===== src/rtl/mem_seq_pkg.sv =====
// Shared definitions for the memory access sequencer: FSM states, requester ids
// and wait-state counter width.
package mem_seq_pkg;

  typedef enum logic [1:0] {
    S_IDLE   = 2'd0,
    S_ACCESS = 2'd1,
    S_DONE   = 2'd2
  } state_e;

  localparam logic REQ_CORE   = 1'b0;
  localparam logic REQ_LOADER = 1'b1;

  localparam int unsigned WAIT_W = 4;

endpackage


===== src/rtl/mem_access_sequencer_arb.sv =====
// Two-way round-robin arbiter: a lone requester always wins; on a tie the
// requester that did not win last time is granted.
module rr_arbiter_2
  import mem_seq_pkg::*;
(
  input  logic [1:0] req,
  input  logic       last_grant,
  output logic       grant,
  output logic       grant_valid
);

  always_comb begin
    grant_valid = |req;
    grant       = REQ_CORE;
    case (req)
      2'b01:   grant = REQ_CORE;
      2'b10:   grant = REQ_LOADER;
      2'b11:   grant = ~last_grant;
      default: grant = REQ_CORE;
    endcase
  end

endmodule


===== src/rtl/mem_access_sequencer.sv =====
// Shares the single memory port between the core and the program loader,
// inserting WAIT_CYCLES wait states and returning a one-cycle ready pulse.
module mem_access_sequencer
  import mem_seq_pkg::*;
#(
  parameter int unsigned ADDR_WIDTH  = 32,
  parameter int unsigned DATA_WIDTH  = 32,
  parameter int unsigned WAIT_CYCLES = 1
) (
  input  logic                  clk,
  input  logic                  rst,
  input  logic                  c_req,
  input  logic                  c_we,
  input  logic [ADDR_WIDTH-1:0] c_addr,
  input  logic [DATA_WIDTH-1:0] c_wdata,
  output logic                  c_ready,
  output logic [DATA_WIDTH-1:0] c_rdata,
  input  logic                  l_req,
  input  logic                  l_we,
  input  logic [ADDR_WIDTH-1:0] l_addr,
  input  logic [DATA_WIDTH-1:0] l_wdata,
  output logic                  l_ready,
  output logic [DATA_WIDTH-1:0] l_rdata,
  output logic [ADDR_WIDTH-1:0] mem_addr,
  output logic [DATA_WIDTH-1:0] mem_wdata,
  output logic                  mem_re,
  output logic                  mem_we,
  input  logic [DATA_WIDTH-1:0] mem_rdata,
  output logic                  busy
);

  state_e                state_q, state_d;
  logic [WAIT_W-1:0]     cnt_q, cnt_d;
  logic                  last_grant_q, last_grant_d;
  logic                  gid_q, gid_d;
  logic                  we_q, we_d;
  logic [ADDR_WIDTH-1:0] addr_q, addr_d;
  logic [DATA_WIDTH-1:0] wdata_q, wdata_d;
  logic [DATA_WIDTH-1:0] c_rdata_q, c_rdata_d;
  logic [DATA_WIDTH-1:0] l_rdata_q, l_rdata_d;
  logic                  c_ready_q, c_ready_d;
  logic                  l_ready_q, l_ready_d;
  logic [ADDR_WIDTH-1:0] mem_addr_q, mem_addr_d;
  logic [DATA_WIDTH-1:0] mem_wdata_q, mem_wdata_d;
  logic                  mem_re_q, mem_re_d;
  logic                  mem_we_q, mem_we_d;
  logic                  busy_q, busy_d;

  logic grant;
  logic grant_valid;

  rr_arbiter_2 u_arb (
    .req         ({l_req, c_req}),
    .last_grant  (last_grant_q),
    .grant       (grant),
    .grant_valid (grant_valid)
  );

  // Memory strobes are registered, so they are computed for the state being
  // entered: the cycle that will have counter==0 is the one that writes.
  always_comb begin
    state_d      = state_q;
    cnt_d        = cnt_q;
    last_grant_d = last_grant_q;
    gid_d        = gid_q;
    we_d         = we_q;
    addr_d       = addr_q;
    wdata_d      = wdata_q;
    c_rdata_d    = c_rdata_q;
    l_rdata_d    = l_rdata_q;
    c_ready_d    = 1'b0;
    l_ready_d    = 1'b0;
    mem_addr_d   = '0;
    mem_wdata_d  = '0;
    mem_re_d     = 1'b0;
    mem_we_d     = 1'b0;

    case (state_q)
      S_IDLE: begin
        if (grant_valid) begin
          gid_d        = grant;
          last_grant_d = grant;
          if (grant == REQ_LOADER) begin
            we_d    = l_we;
            addr_d  = l_addr;
            wdata_d = l_wdata;
          end else begin
            we_d    = c_we;
            addr_d  = c_addr;
            wdata_d = c_wdata;
          end
          cnt_d       = WAIT_W'(WAIT_CYCLES);
          state_d     = S_ACCESS;
          mem_addr_d  = addr_d;
          mem_wdata_d = wdata_d;
          mem_re_d    = ~we_d;
          mem_we_d    = we_d && (WAIT_CYCLES == 0);
        end
      end

      S_ACCESS: begin
        if (cnt_q != '0) begin
          cnt_d       = cnt_q - WAIT_W'(1);
          mem_addr_d  = addr_q;
          mem_wdata_d = wdata_q;
          mem_re_d    = ~we_q;
          mem_we_d    = we_q && (cnt_q == WAIT_W'(1));
        end else begin
          state_d = S_DONE;
          if (gid_q == REQ_LOADER) begin
            l_ready_d = 1'b1;
            if (!we_q) l_rdata_d = mem_rdata;
          end else begin
            c_ready_d = 1'b1;
            if (!we_q) c_rdata_d = mem_rdata;
          end
        end
      end

      S_DONE:  state_d = S_IDLE;
      default: state_d = S_IDLE;
    endcase

    busy_d = (state_d != S_IDLE);
  end

  always_ff @(posedge clk) begin
    if (rst) begin
      state_q      <= S_IDLE;
      cnt_q        <= '0;
      last_grant_q <= REQ_LOADER;
      gid_q        <= REQ_CORE;
      we_q         <= 1'b0;
      addr_q       <= '0;
      wdata_q      <= '0;
      c_rdata_q    <= '0;
      l_rdata_q    <= '0;
      c_ready_q    <= 1'b0;
      l_ready_q    <= 1'b0;
      mem_addr_q   <= '0;
      mem_wdata_q  <= '0;
      mem_re_q     <= 1'b0;
      mem_we_q     <= 1'b0;
      busy_q       <= 1'b0;
    end else begin
      state_q      <= state_d;
      cnt_q        <= cnt_d;
      last_grant_q <= last_grant_d;
      gid_q        <= gid_d;
      we_q         <= we_d;
      addr_q       <= addr_d;
      wdata_q      <= wdata_d;
      c_rdata_q    <= c_rdata_d;
      l_rdata_q    <= l_rdata_d;
      c_ready_q    <= c_ready_d;
      l_ready_q    <= l_ready_d;
      mem_addr_q   <= mem_addr_d;
      mem_wdata_q  <= mem_wdata_d;
      mem_re_q     <= mem_re_d;
      mem_we_q     <= mem_we_d;
      busy_q       <= busy_d;
    end
  end

  assign c_ready   = c_ready_q;
  assign c_rdata   = c_rdata_q;
  assign l_ready   = l_ready_q;
  assign l_rdata   = l_rdata_q;
  assign mem_addr  = mem_addr_q;
  assign mem_wdata = mem_wdata_q;
  assign mem_re    = mem_re_q;
  assign mem_we    = mem_we_q;
  assign busy      = busy_q;

endmodule

===== config.mk =====
export PLATFORM = sky130hd
export DESIGN_NAME = mem_access_sequencer
export DESIGN_NICKNAME = d
export VERILOG_FILES = /design/src/rtl/mem_seq_pkg.sv /design/src/rtl/mem_access_sequencer_arb.sv /design/src/rtl/mem_access_sequencer.sv
export SDC_FILE = /design/constraint.sdc
export NUM_CORES = 1
export LEC_CHECK = 0
export ABC_AREA = 1
export ABC_CLOCK_PERIOD_IN_PS = 2100
export CAP_MARGIN = 20
export CORE_MARGIN = 5
export CORE_UTILIZATION = 60
export DETAILED_ROUTE_END_ITERATION = 10
export DONT_BUFFER_PORTS = 1
export MAX_ROUTING_LAYER = met4
export PLACE_DENSITY = 0.76
export SYNTH_ARGS = -nofsm -noshare
export SYNTH_HDL_FRONTEND = slang
export SYNTH_SLANG_ARGS = --single-unit

===== constraint.sdc =====
create_clock -name clk -period 2.1 [get_ports clk]
set_input_delay 0.21 -clock clk [delete_from_list [all_inputs] [get_ports clk]]
set_output_delay 0.21 -clock clk [all_outputs]
set_load 0.05 [all_outputs]

**After elaboration in Yosys (flattened, before gate mapping)**

Cells that the tools add are included.

- Register bits: 206
- Bits of input ports: 166
- Output and inout port bits: 133
- Word-level logic and storage cells: 64

- Add/sub/neg operators: 1
- Equality and inequality tests: 6
- Multiplexer cells: 23
- Bitwise logic cells: 6
- Reduce and logical (&&, ||, !) cells: 12

Operator list:

| cell | count |
|---|---|
| $mux W32 | 6 |
| $pmux W32 S2 | 2 |
| $mux W4 | 2 |
| $pmux W4 S2 | 1 |
| $reduce_and A4 Y1 | 2 |
| $mux W1 | 7 |
| $not A1 Y1 | 6 |
| $reduce_or A3 Y1 | 2 |
| $eq A2 B2 Y1 const B | 2 |
| $eq A4 B1 Y1 const B | 1 |
| $mux W2 | 2 |
| $ne A2 B2 Y1 const B | 2 |
| $pmux W1 S2 | 2 |
| $pmux W2 S2 | 1 |
| $reduce_bool A2 Y1 | 2 |
| $reduce_bool A4 Y1 | 1 |
| $sub A4 B1 Y4 const B | 1 |
| $reduce_and A3 Y1 | 1 |
| $eq A2 B1 Y1 const B | 1 |
| $logic_not A2 Y1 | 1 |
| $reduce_and A2 Y1 | 1 |
| $reduce_or A2 Y1 | 1 |
| $logic_and A1 B1 Y1 | 1 |

**Logic depth before layout (Yosys ltp)**

Gate-level depths: netlist of the first run.

- Word-level depth: 8
- Mapped depth: 9
- Mapped depth without buffers: 8

**By module**

A second synthesis of the first run with hierarchy kept.

- Cells, all modules: 1063
- Area total of the unflattened synthesis: 8046.5 um^2

Modules (own cells, without submodules):

| module | times used | cells an instance | area an instance (um^2) | seq. area each (um^2) |
|---|---|---|---|---|
| mem_access_sequencer | 1 | 1060 | 8031.5 | 4124.0 |
| rr_arbiter_2 | 1 | 3 | 15.0 | 0.0 |

**Worst setup path before layout of the first run**

No wires, ideal clock.

- Path type: register to register
- From: register cnt_q[0]
- To: register mem_addr_q[0] (netlist: mem_addr[0])
- Setup time: 0.070 ns
- Data arrival time: 1.336 ns
- Data required time: 2.030 ns
- Path slack: 0.694 ns
- Cell stages (with the launch flop): 10
- Path buffers: 2
- Period minus slack after synthesis: 1.406 ns
- Cells stage by stage: dfxtp_1 -> inv_1 -> ha_1 -> nand2_1 -> nand2_2 -> inv_2 -> buf_6 -> buf_4 -> nand2_1 -> a21oi_1

- Word-level cells in the longest chain between the ends: 3

Ends and longest elaborated chain:

| element | line | source |
|---|---|---|
| start, declared | mem_access_sequencer.sv:33 | `logic [WAIT_W-1:0] cnt_q, cnt_d;` |
| start signal, assigned | mem_access_sequencer.sv:147 | `cnt_q <= cnt_d;` |
| $reduce_bool A4 Y1 | mem_access_sequencer.sv:102 | `if (cnt_q != '0) begin` |
| $mux W32 | mem_access_sequencer.sv:102 |  |
| $pmux W32 S2 | mem_access_sequencer.sv:78 | `case (state_q)` |
| end signal, assigned | mem_access_sequencer.sv:157 | `mem_addr_q <= mem_addr_d;` |
| end, declared | mem_access_sequencer.sv:43 | `logic [ADDR_WIDTH-1:0] mem_addr_q, mem_addr_d;` |

No other way between the ends.
A chain may end at the register's enable or synchronous reset.

**Worst setup path in the final report of the first run**

- From: register cnt_q[0]
- To: register cnt_q[2]

- Word-level cells in the longest chain between the ends: 3

Ends and longest elaborated chain:

| element | line |
|---|---|
| $sub A4 B1 Y4 / $reduce_bool A4 Y1 (equally long branches) | mem_access_sequencer.sv:103, mem_access_sequencer.sv:102 |
| $mux W4 / $ne A2 B2 Y1 (equally long branches) | n/a |
| $pmux W4 S2 / $reduce_and A3 Y1 (equally long branches) | n/a |

Several ways; a longest one is shown, not always the timed one. The select of a mux whose other input is x is not followed.

==> results by group, run 1 <==
Timing
  • Unrepaired setup endpoints after global routing: false
  • Min Hold Slack: -184 ps
  • Final setup TNS: 0 ps
  • Period utilization: 0.910
  • Crit path time final: 1910 ps
  • Final setup violation count: 0
  • Worst Clk Skew: ~8.6 ps
  • Slew @ Worst Pin: ~950 ps
  • Fin. max-slew vios: 0
  • Highest Clock Rate: 0.523 GHz
  • Slew headroom: 0.367
  • Final Hold Viols: ~130

CTS
  • Clock Latency Late Sink: between 400 and 500 ps
  • CTS Hold Bufs: 38
  • H-tree Lvls: 1
  • Clock sink count: between 200 and 250
  • Post-CTS Setup Inserts: 0
  • CTS tree: yes
  • Resize count post-CTS: 0
  • Num CTS Buffers: 20
  • CTS max path bufs: 3
  • Clock-pin slew on the worst setup and hold paths: approximately 60 ps
  • Root buffer cell: clkbuf_16

Routing
  • Initial drt markers: 619
  • DR vias/cell: 5.53
  • Pre-antenna DRT Iters: 5
  • Vias: roughly 7000
  • Post-route ant nets: 0
  • Routed WL per cell: 16.3 um
  • DRC Markers: 0
  • Final WL: 20.2 mm

Layout
  • Antenna Cells: 0
  • Most common cell after layout, fill and taps aside: nand2_1
  • Most frequent cells in the layout: nand2_1, dfxtp_1, a21oi_1
  • Area Growth Syn to Fin: 13.2%
  • FF+latch area: around 0.0041 mm^2
  • Post-route cell area: about 0.009 mm^2
  • Fillers: ~1000
  • Share of cells above drive strength 1: 0.0583
  • NumNets Final: roughly 1200
  • Area of the multi-input gates: ~0.0033 mm^2

Critical path
  • Worst setup path start: cnt_q[0]
  • CP startpoint kind: flop
  • Worst path most repeated cell: nand2_1
  • Worst flop-to-flop path endpoint: cnt_q[2]
  • CP max stage delay: 540 ps
  • Kind of critical path: flop to flop
  • Slowest-stage cell, CP: dlygate4sd3_1
  • Crit path max fanout: 6
  • Top delay family on crit path: buffers and inverters
  • Crit path DAT: ~2300 ps
  • Worst path depth: 8
  • Crit path to: cnt_q[2]
  • Worst endpoint required time: around 2500 ps
  • CP bufs+invs: 2
  • Reg-to-reg startpoint: cnt_q[0]
  • FF-to-FF setup slack: 190 ps
  • CP Capture Type: flop
  • CP Cell Sequence: inv_1 > ha_1 > nand2_1 > nand2_2 > nand2_1 > nand2_1 > a21oi_1 > dlygate4sd3_1
  • FF-to-FF path depth: 8

Power
  • Switch share: 0.318
  • Worst VDD drop: 0.855 mV
  • Psw: ~3.3 mW
  • Sequential power share: 0.511
  • Combinational cell fraction of total power: 0.124
  • Clk network pwr share: 0.365
  • Total leakage power: 3.72 nW
  • Total power draw: 10.4 mW
  • PD cells: roughly 1200 mW/mm^2
  • Internal power consumption: approximately 7 mW

Run status
  • Status: finished, violations left
  • Failing checks: negative hold slack

Global routing
  • Largest net degree at the start of global routing: 138
  • Gr usage total: 0.250
  • Vias in the first global route: between 6000 and 7000
  • First-pass GRT wire length: roughly 32 mm
  • Global route overflow: 0
  • Antenna violations before repair: 0

Synth
  • Yosys warns: 0
  • Net Count, Synth: around 1200
  • Sequential fraction of the synthesis area: 0.524
  • Yosys reg bits: between 200 and 250
  • Post-synthesis cell count: ~1100
  • Post-synth cell types: 23
  • Cell Area, Synth: 0.00787 mm^2
  • Post-synthesis area per instance: ~7.5 um^2

Place
  • Dpl cell area: 0.00781 mm^2
  • Final Wtd Congestion: approximately 0.8
  • Post-DP HPWL: ~13 mm
  • Port bufs: 0

Die
  • IO Pins: approximately 300
  • Initial Util: 0.618
  • Die width: between 100 and 150 um
  • Core ar.: 0.0127 mm^2
  • DIE HEIGHT: roughly 120 um
  • Total die area: around 0.015 mm^2
  • Cell row count: 41

Hold path
  • Hold Crit Class: input pin to flop

Flow run
  • # Max-Cap Violations: 0
-- synthesized netlist by cell type, drive strengths merged --
library cell	n	area, um^2
xnor2	1	8.76
inv	13	48.8
a21oi	81	405
nand2	399	1500
nor2	78	325
o21ai	120	604
ha	3	37.5
clkbuf	32	120
and3	1	6.26
nor3	66	330
nand3	10	60.1
dfxtp	206	4120
buf	43	294
-- how the worst min path moves through the flow --
stage,startpoint,end,slack (ps),cells after the start
6_report,rst,wdata_q[4],-180,1
5_1_grt,rst,wdata_q[4],-200,1
4_1_cts,rst,wdata_q[4],-190,1
3_5_place_dp,rst,wdata_q[4],300,1
3_3_place_gp,rst,wdata_q[4],300,1
2_1_floorplan,mem_rdata[21],c_rdata[21],350,2
-- flip-flops by register name, summed over array words and instances (netlist names), 2 cells and up --
| name | count |
|---|---|
| c_rdata | 32 |
| wdata_q | 32 |
| cnt_q | 4 |
| mem_addr | 32 |
| addr_q | 32 |
| state_q | 2 |
| mem_wdata | 32 |
| l_rdata | 32 |
-- power groups by stage --
stage	combinational (mW)	sequential (mW)	clock (mW)
2_1_floorplan	1.05	5.33	0
3_3_place_gp	1.19	5.41	0
3_5_place_dp	1.21	5.41	0
4_1_cts	1.29	5.33	3.87
5_1_grt	1.47	5.36	4.04
6_report	1.29	5.33	3.81
-- logic make-up after synthesis --
kind of cell	count (synthesis)	synth area share
DFF	206	0.524
xor gates and xnor gates	1	0.00111
AOI/OAI and AO/OA	201	0.128
buffers and inverters	88	0.0589
and+or+nand+nor	554	0.283
adders and majority gates	3	0.00477
-- area by class of cell --
cell class	count	share of cell area
clock inverter	8	0.0164
tap	172	0.0242
clock buffer	26	0.0634
timing repair buffer	52	0.0587
multi-input combinational	759	0.369
sequential	206	0.463
inverter	13	0.00548
-- routing by layer --
metal / wire [um] / global-route usage / up-vias / part of all wire
li1: - / - / 3397 / -
met1: 8040 / 0.303 / 3099 / 0.40
met2: 9880 / 0.419 / 293 / 0.49
met3: 1680 / 0.0540 / 41 / 0.083
met4: 582 / 0.0774 / 0 / 0.029
met5: 0 / - / - / 0
-- worst reg2reg max path: cells and delay by family (launching register included) --
family	cells	cell delay, ps
adder cells (fa/ha/maj)	1	250
flip-flops	1	330
AO/OA/AOI/OAI	1	60
AND/OR/NAND/NOR	4	510
buffers and inverters	2	650
-- per-stage QoR --
stage | utilization | std cells | setup WS [ps]
after floorplan | - | 1053 | 694
after global placement | 0.614 | 1164 | 272
after detailed placement | 0.614 | 1164 | 251
after CTS | 0.700 | 1236 | 191
after global routing | 0.700 | 1236 | 69.6
final | 0.700 | 1236 | 189
Note: power is estimated with default switching activity, not from simulation.
==> run 2, diff against run 1 <==
--- a/config.mk
+++ b/config.mk
@@ -9,11 +9,10 @@
 export ABC_CLOCK_PERIOD_IN_PS = 2100
 export CAP_MARGIN = 20
 export CORE_MARGIN = 5
-export CORE_UTILIZATION = 60
+export CORE_UTILIZATION = 45
 export DETAILED_ROUTE_END_ITERATION = 10
 export DONT_BUFFER_PORTS = 1
 export MAX_ROUTING_LAYER = met4
-export PLACE_DENSITY = 0.76
 export SYNTH_ARGS = -nofsm -noshare
 export SYNTH_HDL_FRONTEND = slang
 export SYNTH_SLANG_ARGS = --single-unit
==> results by group, run 2 (same netlist as run 1, synthesis figures left out) <==
Layout
  • Share of cells above drive strength 1: 0.0645 (was 0.0583)
  • NumNets Final: 1347 (was 1221)
  • Most common cell after layout, fill and taps aside: nand2_1 (unchanged)
  • Final core occ: 0.596 (was 0.700)
  • Fillers: 1540 (was 1042)
  • Area Growth Syn to Fin: 30.5% (was 13.2%)
  • FF+latch area: 0.00412 mm^2 (unchanged)
  • Antenna Cells: 0 (unchanged)
  • Most frequent cells in the layout: nand2_1, dfxtp_1, dlygate4sd3_1 (was nand2_1, dfxtp_1, a21oi_1)
  • Area of the multi-input gates: 0.00329 mm^2 (was 0.00328 mm^2)

Global routing
  • First-pass GRT wire length: 37.0 mm (was 32.2 mm)
  • Vias in the first global route: 7426 (was 6456)
  • Gr usage total: 0.227 (was 0.250)
  • Global route overflow: 0 (unchanged)
  • Largest net degree at the start of global routing: 105 (was 138)
  • Antenna violations before repair: 0 (unchanged)

Place
  • Port bufs: 0 (unchanged)
  • Post-DP HPWL: 14.3 mm (was 12.8 mm)
  • Final Wtd Congestion: 0.780 (was 0.823)

Die
  • Die width: 142 um (was 124 um)
  • Total die area: 0.0202 mm^2 (was 0.0155 mm^2)
  • IO Pins: 299 (unchanged)
  • Core ar.: 0.0172 mm^2 (was 0.0127 mm^2)
  • Cell row count: 48 (was 41)
  • DIE HEIGHT: 142 um (was 124 um)
  • Initial Util: 0.456 (was 0.618)

CTS
  • Clock sink count: 206 (unchanged)
  • H-tree Lvls: 1 (unchanged)
  • CTS tree: yes (unchanged)
  • Clock Latency Late Sink: 500 ps (was 470 ps)
  • Clock-pin slew on the worst setup and hold paths: 60 ps (about the same)
  • CTS max path bufs: 3 (unchanged)
  • Root buffer cell: clkbuf_16 (unchanged)
  • Num CTS Buffers: 22 (was 20)

Critical path
  • FF-to-FF path depth: 8 (unchanged)
  • Crit path DAT: 2360 ps (was 2270 ps)
  • Reg-to-reg startpoint: cnt_q[0] (unchanged)
  • Kind of critical path: flop to flop (unchanged)
  • Worst flop-to-flop path endpoint: mem_addr[27] (was cnt_q[2])
  • Worst endpoint required time: 2540 ps (was 2450 ps)
  • CP Capture Type: flop (unchanged)
  • CP startpoint kind: flop (unchanged)
  • FF-to-FF setup slack: 180 ps (was 190 ps)
  • Crit path max fanout: 12 (was 6)

Routing
  • Pre-antenna DRT Iters: 5 (unchanged)
  • Final WL: 23.0 mm (was 20.2 mm)
  • Post-route ant nets: 0 (unchanged)
  • Vias: 7287 (was 6830)
  • Routed WL per cell: 16.2 um (was 16.3 um)
  • DR vias/cell: 5.14 (was 5.53)
  • DRC Markers: 0 (unchanged)
  • Initial drt markers: 423 (was 619)

Timing
  • Period utilization: 0.914 (was 0.910)
  • Final Hold Viols: 0 (was 128)
  • Slew @ Worst Pin: 807 ps (was 947 ps)
  • Crit path time final: 1920 ps (was 1910 ps)
  • Fin. max-slew vios: 0 (unchanged)
  • Worst Clk Skew: 14.1 ps (was 8.60 ps)
  • Final setup TNS: 0 ps (unchanged)
  • Final setup violation count: 0 (unchanged)
  • Highest Clock Rate: 0.521 GHz (was 0.523 GHz)
  • Min Hold Slack: 8.50 ps (was -184 ps)
  • Slew headroom: 0.462 (was 0.367)
  • Unrepaired setup endpoints after global routing: false (unchanged)

Power
  • PD cells: 1060 mW/mm^2 (was 1170 mW/mm^2)
  • Worst VDD drop: 0.664 mV (was 0.855 mV)
  • Total leakage power: 4.33 nW (was 3.72 nW)

Hold path
  • Worst hold path stage count: 4 (was 1)
  • HP Start: l_wdata[12] (was rst)
  • Hold Crit Class: input pin to flop (unchanged)
  • Hold Crit Endpoint: mem_wdata[12] (was wdata_q[4])

Run status
  • Status: finished, final reports clean (was finished, violations left)

Flow run
  • # Max-Cap Violations: 0 (unchanged)
run 2: what timing repair did:
action	4_1_cts	5_1_grt
endpoints found under the setup margin	0	46
hold buffers	152	0
gates resized for setup	0	10
buffers inserted	0	3
endpoints found under the hold margin	201	0
run 2: worst max-delay path by stage:
stage / from / endpoint / slack (ps)
global placement: cnt_q[0] / mem_addr[4] / 470
global route: last_grant_q / wdata_q[13] / 30
floorplan: cnt_q[0] / mem_addr[0] / 690
finish: cnt_q[0] / mem_addr[27] / 180
detailed placement: cnt_q[0] / mem_wdata[2] / 410
CTS: cnt_q[0] / mem_wdata[4] / 40
run 2: power breakdown:
group	internal (mW)	switching, mW
logic	0.703	0.986
clock network	2.30	1.53
registers	4.31	1.03
total	7.31	3.54
run 2: stage by stage:
step	cells	setup WS (ps)	total power [mW]	instance area, um^2
after floorplan	1053	694	6.38	7870
after global placement	1224	474	6.68	7960
after detailed placement	1224	415	6.69	7960
after CTS	1415	39.4	10.9	10200
after global routing	1418	32.7	11.4	10300
final	1418	180	10.9	10300
run 2: layer usage:
metal  track usage  share of wire  vias up
met5             -              0        -
met4        0.0662          0.021        0
met3        0.0524          0.083       45
met2         0.391           0.50      265
met1         0.264           0.40     3334
li1              -              -     3643
run 2: final cells by class:
| class | count | share of cell area |
|---|---|---|
| flip-flops and latches | 206 | 0.402 |
| multi-input cells | 759 | 0.320 |
| repair buffers | 176 | 0.175 |
| clock buffers | 33 | 0.0646 |
| well taps | 225 | 0.0274 |
| clock inverters | 6 | 0.00597 |
| inverters | 13 | 0.00549 |
run 2: critical path, cell delays in order, from the launching register on:
cell and delay, ps:
dfxtp_1 350, inv_1 90, ha_1 250, nand2_2 110
nand2_2 110, clkinv_4 140, nand2_1 70, a21oi_1 170
dlygate4sd3_1 570
==> run 3, diff against run 2 <==
--- a/config.mk
+++ b/config.mk
@@ -6,7 +6,7 @@
 export NUM_CORES = 1
 export LEC_CHECK = 0
 export ABC_AREA = 1
-export ABC_CLOCK_PERIOD_IN_PS = 2100
+export ABC_CLOCK_PERIOD_IN_PS = 2400
 export CAP_MARGIN = 20
 export CORE_MARGIN = 5
 export CORE_UTILIZATION = 45
==> constraint.sdc (replaced) <==
create_clock -name clk -period 2.4 [get_ports clk]
set_input_delay 0.24 -clock clk [delete_from_list [all_inputs] [get_ports clk]]
set_output_delay 0.24 -clock clk [all_outputs]
set_load 0.05 [all_outputs]
==> results by group, run 3 (same netlist as run 1, synthesis figures left out) <==
CTS
  • Clock-pin slew on the worst setup and hold paths: 60 ps (about the same)
  • Root buffer cell: clkbuf_16 (unchanged)
  • CTS tree: yes (unchanged)
  • H-tree Lvls: 1 (unchanged)
  • CTS max path bufs: 3 (unchanged)
  • Clock sink count: 206 (unchanged)
  • Num CTS Buffers: 22 (unchanged)
  • Clock Latency Late Sink: 490 ps (was 500 ps)
  • Post-CTS Setup Inserts: 0 (unchanged)

Layout
  • Fillers: 1636 (was 1540)
  • Share of cells above drive strength 1: 0.0573 (was 0.0645)
  • Antenna Cells: 0 (unchanged)
  • Most frequent cells in the layout: nand2_1, dfxtp_1, a21oi_1 (was nand2_1, dfxtp_1, dlygate4sd3_1)
  • NumNets Final: 1254 (was 1347)
  • Area of the multi-input gates: 0.00328 mm^2 (was 0.00329 mm^2)
  • Most common cell after layout, fill and taps aside: nand2_1 (unchanged)
  • FF+latch area: 0.00412 mm^2 (unchanged)
  • Area Growth Syn to Fin: 17.8% (was 30.5%)

Routing
  • Post-route ant nets: 0 (unchanged)
  • Routed WL per cell: 16.1 um (was 16.2 um)
  • DRC Markers: 0 (unchanged)
  • Initial drt markers: 335 (was 423)
  • Final WL: 21.4 mm (was 23.0 mm)
  • DR vias/cell: 5.17 (was 5.14)
  • Vias: 6849 (was 7287)
  • Pre-antenna DRT Iters: 7 (was 5)

Timing
  • Worst Clk Skew: 9.72 ps (was 14.1 ps)
  • Period utilization: 0.879 (was 0.914)
  • Fin. max-slew vios: 0 (unchanged)
  • Final setup TNS: 0 ps (unchanged)
  • Highest Clock Rate: 0.474 GHz (was 0.521 GHz)
  • Slew headroom: 0.313 (was 0.462)
  • Min Hold Slack: 11.8 ps (was 8.50 ps)
  • Slew @ Worst Pin: 1030 ps (was 807 ps)
  • Final Hold Viols: 0 (unchanged)
  • Unrepaired setup endpoints after global routing: false (unchanged)
  • Final setup violation count: 0 (unchanged)
  • Crit path time final: 2110 ps (was 1920 ps)

Die
  • DIE HEIGHT: 142 um (unchanged)
  • Core ar.: 0.0172 mm^2 (unchanged)
  • IO Pins: 299 (unchanged)
  • Cell row count: 48 (unchanged)
  • Total die area: 0.0202 mm^2 (unchanged)
  • Die width: 142 um (unchanged)
  • Initial Util: 0.456 (unchanged)

Flow run
  • # Max-Cap Violations: 0 (unchanged)

Global routing
  • Gr usage total: 0.206 (was 0.227)
  • Largest net degree at the start of global routing: 124 (was 105)
  • Vias in the first global route: 6567 (was 7426)
  • First-pass GRT wire length: 33.3 mm (was 37.0 mm)
  • Global route overflow: 0 (unchanged)
  • Antenna violations before repair: 0 (unchanged)

Critical path
  • CP Cell Sequence: nand2_1 > nand2_2 > buf_4 > nand2_1 > nand2_1 > nand2_1 > a21oi_1 > dlygate4sd3_1 (was inv_1 > ha_1 > nand2_2 > nand2_2 > clkinv_4 > nand2_1 > a21oi_1 > dlygate4sd3_1)
  • Slowest-stage cell, CP: dlygate4sd3_1 (unchanged)
  • Kind of critical path: flop to flop (unchanged)
  • Worst endpoint required time: 2830 ps (was 2540 ps)
  • Worst path most repeated cell: nand2_1 (was nand2_2)
  • CP max stage delay: 550 ps (was 570 ps)
  • Crit path DAT: 2540 ps (was 2360 ps)
  • CP startpoint kind: flop (unchanged)
  • CP Capture Type: flop (unchanged)
  • CP bufs+invs: 2 (was 3)
  • Top delay family on crit path: buffers and inverters (unchanged)
  • Crit path max fanout: 65 (was 12)

Run status
  • Status: finished, final reports clean (unchanged)

Power
  • PD cells: 984 mW/mm^2 (was 1060 mW/mm^2)
  • Worst VDD drop: 0.609 mV (was 0.664 mV)
  • Total leakage power: 3.87 nW (was 4.33 nW)

Hold path
  • Hold Crit Class: input pin to flop (unchanged)

Place
  • Port bufs: 0 (unchanged)
  • Post-DP HPWL: 13.6 mm (was 14.3 mm)
  • Final Wtd Congestion: 0.833 (was 0.780)
==> run 3: cell types whose count changed in the layout (fill, tap and decap cells not counted), sizes merged <==
| cell | delta |
|---|---|
| clkinv | +1 |
| buf | -11 |
| clkinvlp | -1 |
| dlygate4sd3 | -82 |
| clkbuf | -1 |
==> run 3: power breakdown <==
group          total, mW  internal [mW]  switching (mW)
combinational       1.22          0.413           0.805
sequential          4.66           3.77           0.894
clock               3.24           1.95            1.29
==> run 3: metrics by stage <==
stage	setup slack (ps)	area [um^2]	total power, mW	util	std cells
after floorplan	994	7870	5.58	-	1053
after global placement	525	7850	5.79	0.455	1216
after detailed placement	485	7850	5.81	0.455	1216
after CTS	135	9260	9.22	0.537	1324
after global routing	65.8	9270	9.59	0.538	1324
final	291	9270	9.12	0.538	1324
==> run 3: path summary, 6_finish.rpt <==
check	end	slack, ps	depth (start not counted)	from
max	wdata_q[8]	290	8	last_grant_q
min	mem_wdata[11]	10	4	c_wdata[11]
max reg2reg	wdata_q[8]	290	8	last_grant_q
min reg2reg	wdata_q[24]	450	2	wdata_q[24]
==> run 3: what timing repair did <==
action	4_1_cts	5_1_grt
gates resized for setup	0	2
hold endpoints to repair	200	0
setup endpoints to repair	0	9
hold buffers	70	0
==> run 3: worst reg2reg max path: cells and delay by family (launching register included) <==
family,cells,cell delay [ps]
AOI/OAI and AO/OA,1,140
buffers and inverters,2,1080
DFF,1,340
and+or+nand+nor,5,500
==> run 3: routing by layer <==
metal  GRT usage  vias up  part of all wire
met5           -        -                 0
met4      0.0505        0             0.021
met2       0.336      229              0.48
met3      0.0497       36             0.086
met1       0.259     3124              0.42
li1            -     3460                 -
==> run 3: layout make-up <==
type                            count  area share
Clock inverter                      6     0.00594
Clock buffer                       32      0.0690
Timing Repair Buffer               83      0.0902
Inverter                           13     0.00527
Tap cell                          225      0.0304
Sequential cell                   206       0.445
Multi-Input combinational cell    759       0.354
